--- config.mk ---
export PLATFORM = sky130hd
export DESIGN_NAME = sdram_bist
export DESIGN_NICKNAME = d
export VERILOG_FILES = /design/src/rtl/sdram_bist.sv
export SDC_FILE = /design/constraint.sdc
export NUM_CORES = 1
export LEC_CHECK = 0
export CAP_MARGIN = 10
export CORE_ASPECT_RATIO = 0.7
export CORE_MARGIN = 3
export CORE_UTILIZATION = 35
export CTS_CLUSTER_SIZE = 8
export DETAILED_ROUTE_END_ITERATION = 8
export GPL_TIMING_DRIVEN = 0
export PLACE_DENSITY = 0.67
export SLEW_MARGIN = 20
export SYNTH_ARGS = -nofsm -noshare
export SYNTH_HDL_FRONTEND = slang
export SYNTH_SLANG_ARGS = --single-unit
--- constraint.sdc ---
create_clock -name clk -period 3.6 [get_ports clk]
set_clock_uncertainty 0.1 [all_clocks]
set_input_delay 0.54 -clock clk [delete_from_list [all_inputs] [get_ports clk]]
set_output_delay 0.54 -clock clk [all_outputs]
set_load 0.01 [all_outputs]
--- src/rtl/sdram_bist.sv ---
// SDRAM built-in self-test: writes a pattern over 0..last, reads it back and compares.
// Masters the controller's system bus exactly as the host would, one access at a time.
//
// state   | meaning
// IDLE    | waiting for start after reset
// WRITE   | bus_write held until accepted, walks addr 0..last
// READ    | bus_read held until accepted
// WAIT_RD | single outstanding read, waiting for bus_rvalid
// DONE    | status valid, waiting for next start
module sdram_bist #(
    parameter int AW      = 23,
    parameter int TIMEOUT = 4096
) (
    input  logic          clk,
    input  logic          rst_n,
    input  logic          start,
    input  logic [1:0]    cfg_mode,
    input  logic [AW-1:0] cfg_last_addr,
    input  logic [15:0]   cfg_seed,
    output logic          bus_read,
    output logic          bus_write,
    output logic [AW-1:0] bus_addr,
    output logic [15:0]   bus_wdata,
    output logic          bus_burst,
    output logic [2:0]    bus_burst_len,
    output logic [1:0]    bus_byteenable,
    input  logic          bus_ready,
    input  logic          bus_rvalid,
    input  logic [15:0]   bus_rdata,
    output logic          busy,
    output logic          done,
    output logic          pass,
    output logic          timeout,
    output logic [15:0]   err_count,
    output logic [AW-1:0] first_err_addr,
    output logic [15:0]   first_err_exp,
    output logic [15:0]   first_err_got
);

    localparam int WDW = $clog2(TIMEOUT) + 1;
    localparam logic [WDW-1:0] WD_LIMIT = WDW'(TIMEOUT - 1);

    typedef enum logic [2:0] {IDLE, WRITE, READ, WAIT_RD, DONE} state_t;

    state_t        state_q, state_d;
    logic [AW-1:0] addr_q, addr_d;
    logic [AW-1:0] last_q, last_d;
    logic [15:0]   lfsr_q, lfsr_d;
    logic [15:0]   seed_q, seed_d;
    logic [1:0]    mode_q, mode_d;
    logic [WDW-1:0] wd_q, wd_d;
    logic          timeout_q, timeout_d;
    logic [15:0]   err_q, err_d;
    logic [AW-1:0] fe_addr_q, fe_addr_d;
    logic [15:0]   fe_exp_q, fe_exp_d;
    logic [15:0]   fe_got_q, fe_got_d;

    logic [15:0]   pattern;
    logic [15:0]   seed_eff;
    logic          at_last;
    logic          in_busy;

    function automatic logic [15:0] lfsr_step(input logic [15:0] v);
        lfsr_step = (v >> 1) ^ (v[0] ? 16'hB400 : 16'h0000);
    endfunction

    always_comb begin
        pattern = 16'h0000;
        case (mode_q)
            2'd0: pattern = addr_q[15:0];
            2'd1: pattern = ~addr_q[15:0];
            2'd2: pattern = lfsr_q;
            2'd3: pattern = addr_q[0] ? 16'hAAAA : 16'h5555;
            default: pattern = 16'h0000;
        endcase
    end

    assign seed_eff = (cfg_seed == 16'h0000) ? 16'hACE1 : cfg_seed;
    assign at_last  = (addr_q == last_q);
    assign in_busy  = (state_q == WRITE) || (state_q == READ) || (state_q == WAIT_RD);

    always_comb begin
        state_d   = state_q;
        addr_d    = addr_q;
        last_d    = last_q;
        lfsr_d    = lfsr_q;
        seed_d    = seed_q;
        mode_d    = mode_q;
        wd_d      = in_busy ? wd_q + 1'b1 : '0;
        timeout_d = timeout_q;
        err_d     = err_q;
        fe_addr_d = fe_addr_q;
        fe_exp_d  = fe_exp_q;
        fe_got_d  = fe_got_q;

        case (state_q)
            IDLE, DONE: begin
                if (start) begin
                    mode_d    = cfg_mode;
                    last_d    = cfg_last_addr;
                    seed_d    = seed_eff;
                    lfsr_d    = seed_eff;
                    addr_d    = '0;
                    wd_d      = '0;
                    timeout_d = 1'b0;
                    err_d     = 16'h0000;
                    fe_addr_d = '0;
                    fe_exp_d  = 16'h0000;
                    fe_got_d  = 16'h0000;
                    state_d   = WRITE;
                end
            end
            WRITE: begin
                if (bus_ready) begin
                    wd_d = '0;
                    if (at_last) begin
                        addr_d  = '0;
                        lfsr_d  = seed_q;
                        state_d = READ;
                    end else begin
                        addr_d = addr_q + 1'b1;
                        lfsr_d = lfsr_step(lfsr_q);
                    end
                end else if (wd_q == WD_LIMIT) begin
                    wd_d      = '0;
                    timeout_d = 1'b1;
                    state_d   = DONE;
                end
            end
            READ: begin
                if (bus_ready) begin
                    wd_d    = '0;
                    state_d = WAIT_RD;
                end else if (wd_q == WD_LIMIT) begin
                    wd_d      = '0;
                    timeout_d = 1'b1;
                    state_d   = DONE;
                end
            end
            WAIT_RD: begin
                if (bus_rvalid) begin
                    wd_d = '0;
                    if (bus_rdata != pattern) begin
                        if (err_q != 16'hFFFF) err_d = err_q + 1'b1;
                        if (err_q == 16'h0000) begin
                            fe_addr_d = addr_q;
                            fe_exp_d  = pattern;
                            fe_got_d  = bus_rdata;
                        end
                    end
                    if (at_last) begin
                        state_d = DONE;
                    end else begin
                        addr_d  = addr_q + 1'b1;
                        lfsr_d  = lfsr_step(lfsr_q);
                        state_d = READ;
                    end
                end else if (wd_q == WD_LIMIT) begin
                    wd_d      = '0;
                    timeout_d = 1'b1;
                    state_d   = DONE;
                end
            end
            default: state_d = IDLE;
        endcase
    end

    always_ff @(posedge clk or negedge rst_n) begin
        if (!rst_n) begin
            state_q   <= IDLE;
            addr_q    <= '0;
            last_q    <= '0;
            lfsr_q    <= 16'h0000;
            seed_q    <= 16'h0000;
            mode_q    <= 2'd0;
            wd_q      <= '0;
            timeout_q <= 1'b0;
            err_q     <= 16'h0000;
            fe_addr_q <= '0;
            fe_exp_q  <= 16'h0000;
            fe_got_q  <= 16'h0000;
        end else begin
            state_q   <= state_d;
            addr_q    <= addr_d;
            last_q    <= last_d;
            lfsr_q    <= lfsr_d;
            seed_q    <= seed_d;
            mode_q    <= mode_d;
            wd_q      <= wd_d;
            timeout_q <= timeout_d;
            err_q     <= err_d;
            fe_addr_q <= fe_addr_d;
            fe_exp_q  <= fe_exp_d;
            fe_got_q  <= fe_got_d;
        end
    end

    // All bus outputs decode directly from registers, so they hold steady while stalled.
    assign bus_write      = (state_q == WRITE);
    assign bus_read       = (state_q == READ);
    assign bus_addr       = addr_q;
    assign bus_wdata      = (state_q == WRITE) ? pattern : 16'h0000;
    assign bus_burst      = 1'b0;
    assign bus_burst_len  = 3'd0;
    assign bus_byteenable = 2'b11;

    assign busy           = in_busy;
    assign done           = (state_q == DONE);
    assign pass           = done && (err_q == 16'h0000) && !timeout_q;
    assign timeout        = timeout_q;
    assign err_count      = err_q;
    assign first_err_addr = fe_addr_q;
    assign first_err_exp  = fe_exp_q;
    assign first_err_got  = fe_got_q;

endmodule
==> metrics.md, run 1 <==
| Metric | Value |
|---|---|
| Slowest cell on crit path | `dfrtp_1` |
| Post-synthesis adder-cell area fraction | `0.5335%` |
| Final routed DRC violation total | `0` |
| Initial DRC count | `817` |
| DIE WIDTH | `201.7 microns` |
| Sequential-to-total area share from yosys stat | `44.82%` |
| Outcome | `completed` |
| Clk buf depth | `2` |
| Compound-Gate Fraction of Synth Area | `15.42%` |
| Placement Setup Slack | `-0.01867 ns` |
| Nets@finish | `1204` |
| Clk sink count | `168` |
| Later-pin clock latency in the skew report | `0.43 ns` |
| Ant. Diodes | `0` |
| R2R Path Start | `bus_addr[0]` |
| CTS tree | `done` |
| Gr ovfl total | `0` |
| Leading area contributor after synthesis | `dfrtp_1` |
| Worst Tran Pin Value | `0.7969 ns` |
| Vias in the first global route | `7910` |
| Post-CTS Setup Bufs | `0` |
| Post-Synth XOR/XNOR Area | `7.190%` |
| Startpoint Class | `flop` |
| Flops & latches, synth | `168` |
| I/O Pins | `184` |
| Synth Flop Type | `dfrtp_1` |
| Cell Pwr Density | `777.9 nW/um^2` |
| First-pass GRT wire length | `47370 microns` |
| Most frequent cell after synthesis | `dfrtp_1` |
| Worst hold slack | `0.3817 ns` |
| Combinational family with the most area after synthesis | `simple AND/OR/NAND/NOR gates` |
| Max transition margin | `46.88%` |
| Critical path endpoint | `first_err_addr[20]` |
| Fraction of registers with async set/reset | `100.0%` |
| Final setup margin | `0.2077 ns` |
| Tmin final | `3.392 ns` |
| Reg2reg setup slack | `0.21 ns` |
| EDFF count, synth | `0` |
| Leakage | `5.194 nW` |
| CP required | `3.81 ns` |
| Drt first pass iters | `6` |
| Total CTS buffers | `17` |
| Crit Path Category | `flop to flop` |
| PnR Total Power | `9.626 mW` |
| Critical R2R Capture | `first_err_addr[20]` |
| Initial core utilization | `36.08%` |
| # setup viols final | `0` |
| Reg2reg path depth | `10` |
| CP max stage delay | `0.51 ns` |
| FMAX | `294.8 MHz` |
| Top-area cell type share of the netlist area | `44.82%` |
| RSZ-0062 raised after global routing | `no` |
| Post-synthesis mux area share | `7.910%` |
| Die Y | `143.0 microns` |
| Worst path arrival time | `3.61 ns` |
| Placeable Area | `25990 sq um` |
| Clock-pin slew on the worst setup and hold paths | `0.07 ns` |
| Final hold viol count | `0` |
| Mapped cell area | `9380 sq um` |
| Synth top cells by count | `dfrtp_1 (168), nor2_1 (124), nand2_1 (64), xor2_1 (58), clkbuf_1 (56)` |
| CP startpoint | `bus_addr[0]` |
| P&R area growth vs syn | `31.92%` |
| Final setup TNS | `0 ns` |
| Wire length per cell | `20.46 microns` |
| Root buf cell | `clkbuf_16` |
| Rows | `49` |
| Synth area leaders | `dfrtp_1 (45%), xor2_1 (5.4%), mux2_2 (5.0%)` |
| Pins Over Slew Limit | `0` |
| Total GRT Usage | `21.34%` |
| Simple-gate area share of the yosys netlist | `18.91%` |
| Peak supply drop | `0.3927 mV` |
| CP dominant cell by count | `buf_2` |
| Via-to-Cell Ratio | `5.438` |
| Post-synthesis cell type count | `69` |
| Routed Antenna Nets | `0` |
| Die Area | `28830 sq um` |
| Initial antenna violation count | `0` |
| Final wirelength | `30850 microns` |
| H-tree levels | `4` |
| Final Cycle Share | `94.23%` |
| Tightest Hold Check Type | `flop to flop` |
| RD Place Congestion | `0.9363` |
| DPL Wire Length | `22980 microns` |
| Syn Inst Count | `936` |
| CP Cell Sequence | `buf_2 -> mux2_2 -> mux2i_1 -> xor2_1 -> and4_1 -> nand3b_2 -> nor2_1 -> buf_2 -> buf_2 -> o2bb2ai_2` |
| Max_cap viols | `0` |
| Setup crit end kind | `flop` |
| # port buffers | `176` |
| Layout cells sized above 1 | `13.38%` |
| Mean Syn Cell Area | `10.02 sq um` |
| Via Count | `8200` |
| Largest net degree at the start of global routing | `66` |
| Crit Path Max Fanout | `10` |
| Ys Warns | `0` |
==> cell families after synthesis <==
kind of cell | count (synthesis)
AO/OA/AOI/OAI | 173
XOR/XNOR | 77
adder cells (fa/ha/maj) | 4
buffers and inverters | 94
flip-flops | 168
multiplexers | 66
other | 2
AND/OR/NAND/NOR | 352
==> per-stage QoR <==
step / cells / util [%] / instance area [sq um]
5_1_grt: 1508 / 47.60 / 12370
3_5_place_dp: 1475 / 44.87 / 11660
6_report: 1508 / 47.60 / 12370
4_1_cts: 1508 / 47.55 / 12360
2_1_floorplan: 940 / - / 9395
3_3_place_gp: 1473 / 44.64 / 11600
==> worst min-delay path by stage <==
stage	from	endpoint	slack, ns	depth (start not counted)
floorplan	rst_n	bus_addr[0]	0.14	0
global placement	seed_q[3]	seed_q[3]	0.37	2
global route	seed_q[10]	seed_q[10]	0.41	2
detailed placement	seed_q[1]	seed_q[1]	0.37	2
finish	seed_q[1]	seed_q[1]	0.38	2
CTS	wd_q[0]	wd_q[0]	0.38	1
==> power by group <==
group | leakage, nW | internal [mW] | switching [mW] | total, mW
Combinational | 2.67 | 1.96 | 2.67 | 4.63
Clock | 0.334 | 1.32 | 0.846 | 2.17
Sequential | 2.19 | 2.40 | 0.432 | 2.83
Total | 5.19 | 5.68 | 3.94 | 9.63
==> worst max-delay path, delay by kind of cell (launching register included) <==
family	cells	cell delay, ns
flip-flops	1	0.51
buffers and inverters	3	1.00
AO/OA/AOI/OAI	1	0.08
AND/OR/NAND/NOR	3	0.65
multiplexers	2	0.72
XOR/XNOR	1	0.20
==> what timing repair did <==
item	CTS	global route
resized for setup	1	6
setup endpoints to repair	10	50
endpoints found under the hold margin	50	0
hold buffers	1	0
==> placed cells by master (no fill, tap or decap), drive strengths merged, types with 5 or more instances in the layout <==
cell type / Yosys / routed
dfrtp: 168 / 168
and2: 7 / 7
or2: 8 / 8
a21o: 5 / 5
a22o: 8 / 8
nor3b: 5 / 5
clkbuf: 56 / 74
o21ai: 33 / 33
xnor2: 19 / 19
o211ai: 6 / 6
mux2i: 10 / 10
nor4: 13 / 13
a222oi: 13 / 13
nor2: 124 / 124
o2111ai: 8 / 8
clkdlybuf4s50: 0 / 175
nor3: 10 / 10
a21oi: 39 / 39
bufinv: 0 / 6
nand3: 22 / 22
nand2: 64 / 64
nor2b: 10 / 10
and3: 17 / 17
o2bb2ai: 40 / 40
buf: 25 / 27
mux2: 56 / 56
inv: 12 / 18
nand4: 49 / 49
conb: 2 / 6
xor2: 58 / 58
==> final cells by class <==
cell class / instances / area [sq um]
buffer: 81 / 435.4
clock buffer: 17 / 425.4
clock inverter: 15 / 259.0
fill: 2470 / 13620
inverter: 13 / 48.80
multi-input combinational: 678 / 4723
sequential: 168 / 4204
tap: 357 / 446.7
timing repair buffer: 179 / 1832
==> layer usage <==
| metal | vias up | GRT usage (%) | share of wire (%) | routed length [microns] |
|---|---|---|---|---|
| li1 | 3767 | - | - | - |
| met1 | 4036 | 32.00 | 48 | 14920 |
| met2 | 369 | 29.57 | 41 | 12560 |
| met3 | 28 | 6.995 | 9.4 | 2912 |
| met4 | 0 | 5.172 | 1.5 | 454 |
| met5 | - | 0 | 0 | 0 |
==> flip-flops by register name, indices dropped and copies added, names as in the netlist <==
| signal | count |
|---|---|
| lfsr_q | 16 |
| first_err_addr | 23 |
| timeout | 1 |
| last_q | 23 |
| bus_addr | 23 |
| state_q | 3 |
| mode_q | 2 |
| first_err_got | 16 |
| wd_q | 13 |
| seed_q | 16 |
| err_count | 16 |
| first_err_exp | 16 |
(Power assumes the default switching activity.)
==> inputs of run 2 (changes only) <==
==> constraint.sdc (replaced) <==
create_clock -name clk -period 3.6 [get_ports clk]
set_clock_uncertainty 0.1 [all_clocks]
set_input_delay 0.54 -clock clk [delete_from_list [all_inputs] [get_ports clk]]
set_output_delay 0.54 -clock clk [all_outputs]
set_load 0.02 [all_outputs]
==> run 2 against run 1 <==
Net effect:
- sequential cell count is the same
- cell count unchanged
- power increased by 2.2%
- utilization is essentially flat
- combinational power up 4.5%
- critical path depth decreased by 1
- first-iteration DRC count is 0.37% lower
- design area about the same
- fmax down 0.26%
- clock-buffer cell count unchanged
- sequential share of layout area about the same
- critical path type unchanged
- critical endpoint is now first_err_exp[13]
- highest routed layer unchanged
==> metrics.md, run 2 (synthesis gave the netlist of run 1 again) <==
| Metric | Value |
|---|---|
| Crit Path Category | `flop to flop (unchanged)` |
| Pins Over Slew Limit | `0 (unchanged)` |
| Final setup TNS | `0 ns (unchanged)` |
| Setup crit end kind | `flop (unchanged)` |
| R2R Path Start | `bus_addr[0] (unchanged)` |
| Placed cell count | `1475 (unchanged)` |
| Startpoint Class | `flop (unchanged)` |
| Worst hold path depth | `2 (unchanged)` |
| Finished Layout Cells | `1508 (unchanged)` |
| I/O Pins | `184 (unchanged)` |
| Worst hold slack | `0.3815 ns (was 0.3817 ns)` |
| Vias in the first global route | `7910 (unchanged)` |
| # port buffers | `176 (unchanged)` |
| Ant. Diodes | `0 (unchanged)` |
| Worst Hold Launch | `seed_q[1] (unchanged)` |
| Final wirelength | `30900 microns (was 30850 microns)` |
| DIE WIDTH | `201.7 microns (unchanged)` |
| RSZ-0062 raised after global routing | `no (unchanged)` |
| FMAX | `294.0 MHz (was 294.8 MHz)` |
| Largest net degree at the start of global routing | `66 (unchanged)` |
| Highest-count cells in the layout ignoring fill and taps | `clkdlybuf4s50_1 (175), dfrtp_1 (168), nor2_1 (123) (unchanged)` |
| Routed Antenna Nets | `0 (unchanged)` |
| Switching power total | `4.150 mW (was 3.944 mW)` |
| Rows | `49 (unchanged)` |
| Crit Path Max Fanout | `10 (unchanged)` |
| Clock network power share | `22.0% (was 22.5%)` |
| Internal | `5.685 mW (was 5.683 mW)` |
| Reg2reg path depth | `9 (was 10)` |
| # setup viols final | `0 (unchanged)` |
| Layout cells sized above 1 | `13.47% (was 13.38%)` |
| Cell Pwr Density | `794.7 nW/um^2 (was 777.9 nW/um^2)` |
| Die Y | `143.0 microns (unchanged)` |
| Clk sink count | `168 (unchanged)` |
| Max transition margin | `44.21% (was 46.88%)` |
| Via-to-Cell Ratio | `5.452 (was 5.438)` |
| Gr ovfl total | `0 (unchanged)` |
| Nets@finish | `1204 (unchanged)` |
| Initial DRC count | `814 (was 817)` |
| Total GRT Usage | `21.34% (unchanged)` |
| Max_cap viols | `0 (unchanged)` |
| Outcome | `completed (unchanged)` |
| Initial core utilization | `36.08% (unchanged)` |
| DPL Wire Length | `22980 microns (unchanged)` |
| Reg2reg setup slack | `0.20 ns (was 0.21 ns)` |
| Initial antenna violation count | `0 (unchanged)` |
| Peak supply drop | `0.3933 mV (was 0.3927 mV)` |
| Placeable Area | `25990 sq um (unchanged)` |
| Drt first pass iters | `6 (unchanged)` |
| Die Area | `28830 sq um (unchanged)` |
| Worst Tran Pin Value | `0.8368 ns (was 0.7969 ns)` |
| Total CTS buffers | `17 (unchanged)` |
| Fillers | `2469 (was 2470)` |
| Tmin final | `3.401 ns (was 3.392 ns)` |
| First-pass GRT wire length | `47370 microns (unchanged)` |
| Via Count | `8221 (was 8200)` |
| Seq pwr share | `28.8% (was 29.4%)` |
| Switching power share of the total | `42.20% (was 40.97%)` |
| Clock-pin slew on the worst setup and hold paths | `0.07 ns (about the same)` |
| Tightest Hold Check Type | `flop to flop (unchanged)` |
| Final Cycle Share | `94.48% (was 94.23%)` |
| Worst path arrival time | `3.61 ns (about the same)` |
| Leakage | `5.194 nW (about the same)` |
| Hold Path End | `seed_q[1] (unchanged)` |
| Root buf cell | `clkbuf_16 (unchanged)` |
| H-tree levels | `4 (unchanged)` |
| Clk buf depth | `2 (unchanged)` |
| Final routed DRC violation total | `0 (unchanged)` |
| CP required | `3.81 ns (about the same)` |
| CTS tree | `done (unchanged)` |
| Most common cell after layout, fill and taps aside | `clkdlybuf4s50_1 (unchanged)` |
| Post-CTS Setup Bufs | `0 (unchanged)` |
| Comb power frac | `49.2% (was 48.1%)` |
| P&R area growth vs syn | `31.95% (was 31.92%)` |
| Final hold viol count | `0 (unchanged)` |
| Later-pin clock latency in the skew report | `0.43 ns (about the same)` |
| Final core occ | `47.61% (was 47.60%)` |
| Wire length per cell | `20.49 microns (was 20.46 microns)` |
| Critical R2R Capture | `first_err_exp[13] (was first_err_addr[20])` |
| RD Place Congestion | `0.9363 (unchanged)` |
==> run 2: area by class of cell <==
type | instances | area, sq um | share of cell area (%)
plain buffers | 81 | 435.4 | 3.518
clock buffers | 17 | 425.4 | 3.437
clock inverters | 15 | 259.0 | 2.093
inverters | 13 | 48.80 | 0.3943
multi-input cells | 678 | 4726 | 38.18
flip-flops and latches | 168 | 4204 | 33.97
well taps | 357 | 446.7 | 3.609
repair buffers | 179 | 1832 | 14.80
==> run 2: how the worst max path moves through the flow <==
| stage | startpoint | end | cells past startpoint |
|---|---|---|---|
| after floorplan | bus_addr[0] | first_err_addr[1] | 9 |
| after detailed placement | bus_addr[0] | bus_addr[12] | 9 |
| after global routing | bus_addr[0] | lfsr_q[12] | 10 |
| after global placement | rst_n | first_err_addr[8] | 1 |
| after CTS | mode_q[1] | first_err_addr[3] | 10 |
| final | bus_addr[0] | first_err_exp[13] | 9 |
==> run 2: power groups by stage <==
stage                     combinational [mW]  clock [mW]  sequential (mW)
after floorplan                         2.97           0             2.91
after CTS                               4.76        2.19             2.82
after global placement                  4.65           0             2.84
after global routing                    5.22        2.27             2.89
final                                   4.84        2.16             2.83
after detailed placement                4.73           0             2.85
==> run 2: worst max-delay path, stage by stage, from the launching register on <==
cell      delay (ns)
dfrtp_1         0.51
buf_2           0.27
mux2_2          0.28
mux2i_1         0.45
xor2_1          0.20
and4_1          0.27
nand3b_2        0.20
o211ai_4        0.43
buf_6           0.22
mux2_1          0.33
==> run 2: routing by layer <==
| metal | vias up | share of wire (%) | GRT usage [%] |
|---|---|---|---|
| met5 | - | 0 | 0 |
| met4 | 0 | 1.4 | 5.172 |
| met3 | 28 | 9.7 | 6.995 |
| met2 | 380 | 41 | 29.57 |
| met1 | 4040 | 48 | 32.00 |
| li1 | 3773 | - | - |
==> run 2: repair_timing <==
action / in CTS / in global routing
gates resized for setup: 1 / 7
cloned: 0 / 0
endpoints found under the setup margin: 10 / 52
hold buffers: 1 / 0
hold endpoints to repair: 50 / 0
==> run 2: through the flow <==
step / area [sq um] / worst slack [ns] / power [mW]
2_1_floorplan: 9395 / 0.8114 / 5.877
3_3_place_gp: 11600 / -5.221 / 7.491
3_5_place_dp: 11660 / -0.01867 / 7.586
4_1_cts: 12360 / 0.1209 / 9.767
5_1_grt: 12380 / 0.05830 / 10.38
6_report: 12380 / 0.1988 / 9.836
==> inputs of run 3 (changes only) <==
--- a/config.mk
+++ b/config.mk
@@ -9,10 +9,11 @@
 export CORE_ASPECT_RATIO = 0.7
 export CORE_MARGIN = 3
 export CORE_UTILIZATION = 35
+export CTS_CLUSTER_DIAMETER = 60
 export CTS_CLUSTER_SIZE = 8
 export DETAILED_ROUTE_END_ITERATION = 8
 export GPL_TIMING_DRIVEN = 0
-export PLACE_DENSITY = 0.67
+export PLACE_DENSITY_LB_ADDON = 0.15
 export SLEW_MARGIN = 20
 export SYNTH_ARGS = -nofsm -noshare
 export SYNTH_HDL_FRONTEND = slang
==> constraint.sdc (replaced) <==
create_clock -name clk -period 2.9 [get_ports clk]
set_clock_uncertainty 0.1 [all_clocks]
set_input_delay 0.435 -clock clk [delete_from_list [all_inputs] [get_ports clk]]
set_output_delay 0.435 -clock clk [all_outputs]
set_load 0.02 [all_outputs]
==> run 3 against run 2 <==
Net effect:
- the run now ends with setup timing left
- global-route usage rose by 0.37 points
- first-iteration DRC count fell by 0.61%
- setup slack got worse by 0.25 ns
- die area did not move
- sequential share of layout area fell by 1.0 points
- via count barely moved
- critical path type unchanged
- largest power group unchanged
==> metrics.md, run 3 (synthesis gave the netlist of run 1 again) <==
| Metric | Value |
|---|---|
| Outcome | `finished, violations left (was completed)` |
| Failing checks | `setup timing` |
| Startpoint Class | `flop (unchanged)` |
| Total CTS buffers | `17 (unchanged)` |
| Peak supply drop | `0.5659 mV (was 0.3933 mV)` |
| Later-pin clock latency in the skew report | `0.45 ns (was 0.43 ns)` |
| Wire length per cell | `20.75 microns (was 20.49 microns)` |
| H-tree levels | `4 (unchanged)` |
| CP Cell Sequence | `buf_6 -> mux2_4 -> mux2i_2 -> buf_4 -> xnor2_1 -> nor4_4 -> nand4_4 -> o211ai_4 -> buf_12 -> buf_8 -> mux2_1 (was buf_2 -> mux2_2 -> mux2i_1 -> xor2_1 -> and4_1 -> nand3b_2 -> o211ai_4 -> buf_6 -> mux2_1)` |
| Tmin final | `2.954 ns (was 3.401 ns)` |
| Placed cell count | `1475 (unchanged)` |
| Rows | `49 (unchanged)` |
| Highest-count cells in the layout ignoring fill and taps | `dfrtp_1 (162), clkdlybuf4s50_1 (157), nor2_1 (120) (was clkdlybuf4s50_1 (175), dfrtp_1 (168), nor2_1 (123))` |
| Initial DRC count | `809 (was 814)` |
| Tightest Hold Check Type | `flop to flop (unchanged)` |
| Placeable Area | `25990 sq um (unchanged)` |
| Metal2 WL | `13290 microns (was 12610 microns)` |
| Final Cycle Share | `101.9% (was 94.48%)` |
| Total GRT Usage | `21.71% (was 21.34%)` |
| Most common cell after layout, fill and taps aside | `dfrtp_1 (was clkdlybuf4s50_1)` |
| Setup crit end kind | `flop (unchanged)` |
| Final setup margin | `-0.05448 ns (was 0.1988 ns)` |
| First-pass GRT wire length | `48190 microns (was 47370 microns)` |
| Pins Over Slew Limit | `0 (unchanged)` |
| CP max stage delay | `0.41 ns (was 0.51 ns)` |
| Initial antenna violation count | `0 (unchanged)` |
| DIE WIDTH | `201.7 microns (unchanged)` |
| # setup viols final | `21 (was 0)` |
| Drt first pass iters | `7 (was 6)` |
| CP required | `3.12 ns (was 3.81 ns)` |
| Largest net degree at the start of global routing | `63 (was 66)` |
| Via Count | `8220 (was 8221)` |
| Reg2reg setup slack | `-0.05 ns (was 0.20 ns)` |
| Ant. Diodes | `0 (unchanged)` |
| Slowest cell on crit path | `dfrtp_1 (unchanged)` |
| Worst path arrival time | `3.18 ns (was 3.61 ns)` |
| M1 WL | `15620 microns (was 14860 microns)` |
| Max_cap viols | `0 (unchanged)` |
| Routed Antenna Nets | `0 (unchanged)` |
| Gr ovfl total | `0 (unchanged)` |
| Worst Tran Pin Value | `0.7813 ns (was 0.8368 ns)` |
| Root buf cell | `clkbuf_16 (unchanged)` |
| CP bufs+invs | `4 (was 2)` |
| Final wirelength | `31560 microns (was 30900 microns)` |
| DPL Wire Length | `22920 microns (was 22980 microns)` |
| Crit path max-delay family | `multiplexers (unchanged)` |
| Clk buf depth | `2 (unchanged)` |
| Met3 wire length | `2223 microns (was 2985 microns)` |
| CTS tree | `done (unchanged)` |
| Die Area | `28830 sq um (unchanged)` |
| I/O Pins | `184 (unchanged)` |
| Crit Path Category | `flop to flop (unchanged)` |
| Via-to-Cell Ratio | `5.404 (was 5.452)` |
| Vias in the first global route | `7994 (was 7910)` |
| Layout cells sized above 1 | `19.16% (was 13.47%)` |
| Crit Path Max Fanout | `5 (was 10)` |
| # port buffers | `176 (unchanged)` |
| Max transition margin | `47.91% (was 44.21%)` |
| P&R area growth vs syn | `36.29% (was 31.95%)` |
| RSZ-0062 raised after global routing | `yes (was no)` |
| Finished Layout Cells | `1521 (was 1508)` |
| Final hold viol count | `0 (unchanged)` |
| Final core occ | `49.18% (was 47.61%)` |
| FMAX | `338.5 MHz (was 294.0 MHz)` |
| Die Y | `143.0 microns (unchanged)` |
| Nets@finish | `1217 (was 1204)` |
| Clk sink count | `168 (unchanged)` |
| RD Place Congestion | `0.8539 (was 0.9363)` |
| Initial core utilization | `36.08% (unchanged)` |
| Clock-pin slew on the worst setup and hold paths | `0.08 ns (was 0.07 ns)` |
| Final routed DRC violation total | `0 (unchanged)` |
| Leakage | `5.462 nW (was 5.194 nW)` |
| Uppermost layer routed | `met4 (unchanged)` |
| Cell Pwr Density | `982.7 nW/um^2 (was 794.7 nW/um^2)` |
-- run 3: changes by cell type in the layout (fill, tap and decap cells not counted), sizes merged, moves of 2 or more --
cell           delta
buf              +25
bufinv            -5
clkbuf           -11
clkdlybuf4s50    -18
clkinv            -2
clkinvlp          +5
dlygate4sd2      +14
dlymetal6s2s      +3
-- run 3: repair_timing --
| action | 4_1_cts | 5_1_grt |
|---|---|---|
| pin swaps | 9 | 10 |
| buffers inserted | 9 | 12 |
| gates cloned | 2 | 1 |
| gates resized for setup | 73 | 43 |
| hold buffers | 1 | 0 |
| setup endpoints to repair | 128 | 89 |
| hold endpoints to repair | 51 | 0 |
-- run 3: worst paths after layout --
kind	from	to	cells after the start
max	mode_q[0]	first_err_exp[12]	11
min	seed_q[2]	seed_q[2]	2
max reg2reg	mode_q[0]	first_err_exp[12]	11
min reg2reg	seed_q[2]	seed_q[2]	2
max in group asynchronous	rst_n	first_err_addr[11]	4
min in group asynchronous	rst_n	err_count[12]	2
-- run 3: final cells by class --
class / instances / area [sq um]
Clock inverter: 13 / 133.9
Multi-Input combinational cell: 678 / 4967
Buffer: 70 / 460.4
Sequential cell: 168 / 4212
Tap cell: 357 / 446.7
Inverter: 13 / 51.30
Clock buffer: 19 / 442.9
Timing Repair Buffer: 203 / 2071
Fill cell: 2462 / 13210
-- run 3: tightest hold or removal path: cells and delay by family, from the launching register on --
family	cells	cell delay (ns)
flip-flops	1	0.35
AND/OR/NAND/NOR	2	0.10
-- run 3: metal layers --
layer / vias up / track usage, %
met5: - / 0
met2: 326 / 30.86
met4: 0 / 5.686
li1: 3781 / -
met1: 4085 / 33.30
met3: 28 / 4.716
-- run 3: metrics by stage --
stage	hold WS [ns]	setup TNS [ns]	instance area (sq um)	total power, mW	setup WS (ns)
finish	0.3834	-0.4430	12780	12.56	-0.05448
CTS	0.3848	-0.02546	12560	12.23	-0.01454
floorplan	0.03941	0	9395	7.295	0.1114
global route	0.4173	-4.336	12780	13.28	-0.1370
global placement	0.3688	-1072.11	11600	9.356	-6.098
detailed placement	0.2872	-51.97	11660	9.436	-0.7949
-- run 3: report_power, final --
| group | switching (mW) | internal [mW] |
|---|---|---|
| clock network | 1.06 | 1.23 |
| logic | 3.74 | 2.93 |
| registers | 0.619 | 2.98 |
| total | 5.42 | 7.14 |
